$ cat src/rtl/mem_arbiter_n.sv
`timescale 1ns/1ps
`default_nettype none
// ============================================================================
//  Module   : mem_arbiter_n
//  Purpose  : N-channel physical-memory arbiter, one outstanding transaction,
//             fixed-priority or round-robin grant with a release cycle.
//  Revision : 1.0  initial release
// ============================================================================
module mem_arbiter_n #(
    parameter int NUM_CH  = 2,
    parameter int ADDR_W  = 16,
    parameter int LINE_W  = 128,
    parameter int RR_MODE = 0
) (
    input  logic                       clk,
    input  logic                       rst_n,
    input  logic [NUM_CH-1:0]          req_read_i,
    input  logic [NUM_CH-1:0]          req_write_i,
    input  logic [NUM_CH*ADDR_W-1:0]   req_addr_i,
    input  logic [NUM_CH*LINE_W-1:0]   req_wdata_i,
    output logic [NUM_CH-1:0]          req_resp_o,
    output logic [LINE_W-1:0]          req_rdata_o,
    output logic                       pmem_read_o,
    output logic                       pmem_write_o,
    output logic [ADDR_W-1:0]          pmem_address_o,
    output logic [LINE_W-1:0]          pmem_wdata_o,
    input  logic                       pmem_resp_i,
    input  logic [LINE_W-1:0]          pmem_rdata_i,
    output logic [$clog2(NUM_CH)-1:0]  grant_id_o,
    output logic                       busy_o
);

    localparam int c_ID_W = $clog2(NUM_CH);

    typedef enum logic [1:0] {
        S_IDLE    = 2'd0,
        S_BUSY    = 2'd1,
        S_RELEASE = 2'd2
    } state_t;

    state_t              state_q, state_d;
    logic                rd_q, rd_d;
    logic                wr_q, wr_d;
    logic [ADDR_W-1:0]   addr_q, addr_d;
    logic [LINE_W-1:0]   wdata_q, wdata_d;
    logic [c_ID_W-1:0]   grant_q, grant_d;

    logic [NUM_CH-1:0]   w_req;
    logic                w_any;
    logic [c_ID_W-1:0]   w_winner;
    logic [ADDR_W-1:0]   w_sel_addr;
    logic [LINE_W-1:0]   w_sel_wdata;
    logic                w_sel_wr;

    assign w_req = req_read_i | req_write_i;
    assign w_any = |w_req;

    generate
        if (RR_MODE != 0) begin : g_rr
            logic [c_ID_W-1:0] last_q;

            always_ff @(posedge clk or negedge rst_n) begin
                if (!rst_n) begin
                    last_q <= c_ID_W'(NUM_CH - 1);
                end else if (state_q == S_IDLE && w_any) begin
                    last_q <= w_winner;
                end
            end

            // Scan farthest-first so the nearest requester after last_q wins.
            always_comb begin
                int idx;
                idx      = 0;
                w_winner = '0;
                for (int k = NUM_CH; k >= 1; k--) begin
                    idx = int'(last_q) + k;
                    if (idx >= NUM_CH) idx = idx - NUM_CH;
                    if (w_req[idx]) w_winner = c_ID_W'(idx);
                end
            end
        end else begin : g_fixed
            always_comb begin
                w_winner = '0;
                for (int i = NUM_CH - 1; i >= 0; i--) begin
                    if (w_req[i]) w_winner = c_ID_W'(i);
                end
            end
        end
    endgenerate

    always_comb begin
        w_sel_addr  = '0;
        w_sel_wdata = '0;
        w_sel_wr    = 1'b0;
        for (int i = 0; i < NUM_CH; i++) begin
            if (w_winner == c_ID_W'(i)) begin
                w_sel_addr  = req_addr_i[i*ADDR_W +: ADDR_W];
                w_sel_wdata = req_wdata_i[i*LINE_W +: LINE_W];
                w_sel_wr    = req_write_i[i];
            end
        end
    end

    always_comb begin
        state_d = state_q;
        rd_d    = rd_q;
        wr_d    = wr_q;
        addr_d  = addr_q;
        wdata_d = wdata_q;
        grant_d = grant_q;
        case (state_q)
            S_IDLE: begin
                if (w_any) begin
                    state_d = S_BUSY;
                    grant_d = w_winner;
                    addr_d  = w_sel_addr;
                    wdata_d = w_sel_wdata;
                    wr_d    = w_sel_wr;
                    rd_d    = ~w_sel_wr;
                end
            end
            S_BUSY: begin
                if (pmem_resp_i) begin
                    state_d = S_RELEASE;
                    rd_d    = 1'b0;
                    wr_d    = 1'b0;
                end
            end
            S_RELEASE: state_d = S_IDLE;
            default:   state_d = S_IDLE;
        endcase
    end

    always_ff @(posedge clk or negedge rst_n) begin
        if (!rst_n) begin
            state_q <= S_IDLE;
            rd_q    <= 1'b0;
            wr_q    <= 1'b0;
            addr_q  <= '0;
            wdata_q <= '0;
            grant_q <= '0;
        end else begin
            state_q <= state_d;
            rd_q    <= rd_d;
            wr_q    <= wr_d;
            addr_q  <= addr_d;
            wdata_q <= wdata_d;
            grant_q <= grant_d;
        end
    end

    // Completion strobe is combinational so the cache sees it in the pmem_resp cycle.
    always_comb begin
        req_resp_o = '0;
        if (state_q == S_BUSY && pmem_resp_i) begin
            for (int i = 0; i < NUM_CH; i++) begin
                if (grant_q == c_ID_W'(i)) req_resp_o[i] = 1'b1;
            end
        end
    end

    assign req_rdata_o    = pmem_rdata_i;
    assign pmem_read_o    = rd_q;
    assign pmem_write_o   = wr_q;
    assign pmem_address_o = addr_q;
    assign pmem_wdata_o   = wdata_q;
    assign grant_id_o     = grant_q;
    assign busy_o         = (state_q != S_IDLE);

endmodule
`default_nettype wire

$ cat config.mk
export PLATFORM = sky130hd
export DESIGN_NAME = mem_arbiter_n
export DESIGN_NICKNAME = d
export VERILOG_FILES = /design/src/rtl/mem_arbiter_n.sv
export SDC_FILE = /design/constraint.sdc
export NUM_CORES = 1
export LEC_CHECK = 0
export ABC_AREA = 0
export CORE_AREA = 2 2 276 278
export DETAILED_ROUTE_END_ITERATION = 10
export DIE_AREA = 0 0 278 280
export DONT_BUFFER_PORTS = 1
export GPL_TIMING_DRIVEN = 0
export PLACE_DENSITY_LB_ADDON = 0.08
export SKIP_CTS_REPAIR_TIMING = 1
export SLEW_MARGIN = 20
export SYNTH_ARGS = -nofsm -noshare
export SYNTH_HDL_FRONTEND = slang
export SYNTH_SLANG_ARGS = --single-unit
$ cat constraint.sdc
create_clock -name clk -period 2.5 [get_ports clk]
set_input_delay 0.625 -clock clk [delete_from_list [all_inputs] [get_ports clk]]
set_output_delay 0.625 -clock clk [all_outputs]
set_load 0.05 [all_outputs]
; Word-level counts from Yosys, hierarchy flattened
; Cells that the tools add are included.
[totals]
out_inout_bits = 278
wordCells = 35
input_bits = 423
regBits = 149
[op_classes]
n_reduce_logical = 8
mux = 16
bitwise_logic = 2
n_eq_ne = 3
[ops]
columns = operator, count
row1 = two-way mux 128 bit, 1
row2 = two-way mux 16 bit, 1
row3 = two-way mux 1 bit, 8
row4 = two-way mux 2 bit, 3
row5 = "!= test 2 bit, second input constant", 2
row6 = case mux 1 bit (2 select lines), 2
row7 = case mux 2 bit (2 select lines), 1
row8 = AND reduction 2 bit, 2
row9 = nonzero test 2 bit, 2
row10 = AND reduction 3 bit, 1
row11 = "equality test 2 x 1 -> 1 bit, second input constant", 1
row12 = logical NOT 2 bit, 1
row13 = OR 2 bit, 1
row14 = OR reduction 2 bit, 1
row15 = logical AND 1 bit, 1
row16 = NOT 1 bit, 1

; Depth between registers and ports, before layout
; Gate-level depths: netlist (run 1).
[depth]
word_depth = 7
ltp_mapped = 6
depth_no_buf = 3

; Worst setup path after synthesis (run 1)
; Ideal clock, no wire load.
[synth_timing]
path_kind = input to output
from = input pmem_resp_i
to = output req_resp_o[0]
slack_ns = 0.452
arrival_time_ns = 1.423
required_ns = 1.875
path_stages = 2
path_cell_list = nand3b_1 -> nor2_1
[synth_between]
elab_chain_cells = 2
[synth_lines]
columns = item, line_no
row1 = start: declaration, 27  ; input logic pmem_resp_i,
row2 = logical AND 1 bit, 155  ; if (state_q == S_BUSY && pmem_resp_i) begin
row3 = two-way mux 2 bit, 155
row4 = end: declaration, 21  ; output logic [NUM_CH-1:0] req_resp_o,
; Every way passes these cells.

; Final worst setup path (run 1)
[layout_timing]
from = register state_q[1]
to = output busy_o
[layout_between]
elab_chain_cells = 1
[layout_lines]
columns = item, line_no
row1 = start: declaration, 41  ; state_t state_q, state_d;
row2 = start signal: assignment, 143  ; state_q <= state_d;
row3 = nonzero test 2 bit, 168  ; assign busy_o = (state_q != S_IDLE);
row4 = end: declaration, 30  ; output logic busy_o
; Every way passes these cells.

==> impl_results.md, run 1 <==
* Pwr Total at roughly 16 mW
* Top FF cell, synth: dfrtp_1
* Pre-CTS WS at -0.622 ns
* Overflow after GRT at 0
* H-tree Lvls at 4
* Worst skew pair latency at 0.48 ns
* CTS tree: built
* Hold WS at -0.176 ns
* Layout Cells excl Fill at 1668
* HP Class: input port to async pin
* Skew final at 0.0117 ns
* Site row count at between 100 and 150
* Initial antenna violation count at 12
* Root buffer cell: clkbuf_16
* Max_slew headroom at 0.462
* Crit path arrival time at 1.74 ns
* Crit end category: primary output
* Clock slew at reported path FFs at 0.08 ns
* HPWL after detailed placement at 31.6 mm
* Syn_nets at 1070
* Multi-input gate area at 2630 um2
* Fillers at between 8000 and 9000
* Die Height at 280 um
* Mapped Area at between 7000 and 8000 um2
* RSZ-0062 raised after global routing: false
* Critical path class: register to primary output
* Vias in the first global route at 6041
* Slowest library cell on the worst path: dfrtp_1
* DR pass1 iterations at 4
* Final GP Congestion at 0.724
* Crit path time final at about 2.4 ns
* Final setup fails at 0
* Layout cells sized above 1 at 0.425
* Post-synth EDFFs at 0
* First-pass GRT wire length at around 55 mm
* Max Fclk at 423 MHz
* Largest area contributor in the netlist: dfrtp_1
* Yosys warning total at 0
* Sequential standard cell area at 3730 um2
* CTS buffer count at 17
* Leakage at 3.41 nW
* Top delay family on crit path: buffers and inverters
* Tightest Pin Transition at 0.807 ns
* Iter 0 DRT Violations at between 200 and 300
* Netlist cell types at 21
* Largest net degree at the start of global routing at 150
* Failing checks: hold timing
* Synth top area cells: dfrtp_1 (49%), o221a_2 (14%), buf_4 (13%), or3_1 (12%), o221a_1 (7.2%)
* Sequential fraction of the synthesis area at 0.489
* Number of buffers and inverters on the critical path at 2
* Clk buf depth at 2
* Final Max Slew Viols at 0
* Final period utilization at 0.946
* Area of the core at about 75000 um2
* CP cell instances: or2_1 -> clkbuf_2 -> buf_4
* Cells after DPL at 1626
* Post-synthesis cell count at 647
* IO Port Bufs at 0
* VDD IR max at 0.000470 V
* Die Area at 77800 um2
* Via-to-Cell Ratio at 3.48
* Post-route DRC at 0
* Crit-path max cell delay at 0.39 ns
* Data required time of the worst path at 1.88 ns
* Final wirelength at between 40 and 50 mm
* Avg Synthesized Cell Area at 11.8 um2
* Yosys reg bits at 149
* Async set-reset flop share out of synthesis at 1.00
* Drt wl/cell at ~25 um
* Initial Utilization at 0.101
* Status: finished with violations
* Global-route usage over all layers at 0.102
* Area growth syn-to-layout at 24.9%
* Max-cap viol count at 0
* CP startpoint kind: register
* Sink Count at 149
* Synth top area share at 0.489
* Die width at 278 um
* Post-layout net count at ~1100
* Final Hold Vio Count at between 100 and 150
* # IOs at 701
* Cell Pwr Density at ~1700 nW/um2
* Vias at 5797
* CP max FO at 12
* Final WS setup at 0.136 ns
* Post-route ant nets at 0
-- kinds of logic after synthesis --
logic type	share of synthesized area
DFF	0.489
buffers and inverters	0.167
and+or+nand+nor	0.126
AOI/OAI and AO/OA	0.215
muxes	0.00279
-- where the power goes --
part           internal (mW)  total [mW]  switching, mW
Combinational           1.89        4.28           2.39
Sequential              3.51        8.78           5.27
Clock                   1.53        2.93           1.40
-- synthesized netlist by cell type, types with 2 or more instances --
library cell,count
inv_1,3
o221a_1,49
buf_4,128
dfrtp_1,149
nor2_1,4
buf_2,14
clkbuf_1,43
o221a_2,95
or3_1,144
a21oi_1,2
buf_6,6
-- cell usage in the layout, fill, tap and decap left out, drive strengths merged --
cell	Yosys	final
buf	148	152
dfrtp	149	149
or3	144	144
o221a	144	144
clkbuf	43	58
diode	0	10
inv	3	10
nor2	4	4
clkinvlp	0	3
a21oi	2	2
bufinv	0	2
clkinv	0	2
or2	2	2
nand3b	1	1
or4	1	1
nand2	1	1
mux2i	1	1
o21ai	1	1
nor3b	1	1
and2	1	1
mux2	1	1
-- final cells by class --
cell class,instances,area share
multi-input combinational,304,0.276
tap,978,0.129
sequential,149,0.392
clock buffer,18,0.0462
clock inverter,14,0.0175
buffer,191,0.134
timing repair buffer,1,0.00158
antenna,10,0.00263
inverter,3,0.00118
-- path summary, 6_finish.rpt --
path / slack (ns) / start / endpoint / depth (start not counted)
min in group clk: 0.33 / req_wdata_i[211] / pmem_wdata_o[83] / 1
max in group asynchronous: 2.30 / rst_n / pmem_wdata_o[13] / 0
max: 0.14 / state_q[1] / busy_o / 3
max reg2reg: 0.17 / state_q[1] / pmem_wdata_o[31] / 5
min: -0.18 / rst_n / pmem_wdata_o[90] / 0
min reg2reg: 0.68 / state_q[0] / state_q[0] / 2
-- worst register-to-register path: stages (launching register included) --
cell	delay (ns)
dfrtp_1	0.39
or2_1	0.29
or4_1	0.49
buf_2	0.28
clkbuf_1	0.38
o221a_2	0.38
-- layer usage --
layer  share of wire  GRT usage
met5         0.00041          0
met2            0.55      0.188
met4           0.015     0.0306
met1            0.37      0.111
met3           0.065     0.0319
-- per-stage QoR --
stage | cell area [um2] | util | TNS, ns | hold slack, ns
2_1_floorplan | 7620 | - | 0 | 0.329
3_3_place_gp | 8840 | 0.118 | -157.63 | 0.334
3_5_place_dp | 8860 | 0.118 | -50.92 | 0.332
4_1_cts | 9470 | 0.126 | -55.37 | -0.238
5_1_grt | 9510 | 0.126 | 0 | -0.221
6_report | 9510 | 0.127 | 0 | -0.176
-- registers in the layout, indices dropped and copies added, names as in the netlist --
register and count:
pmem_wdata_o 128, pmem_address_o 16, state_q 2, grant_id_o 1
pmem_read_o 1, pmem_write_o 1
Power figures use the tool's default switching activity.
==> run 2, diff against run 1 <==
Settings changed: CTS_CLUSTER_DIAMETER set to 60.
==> results of run 2 <==
Final layout, timing and power as in run 1 (identical DEF).
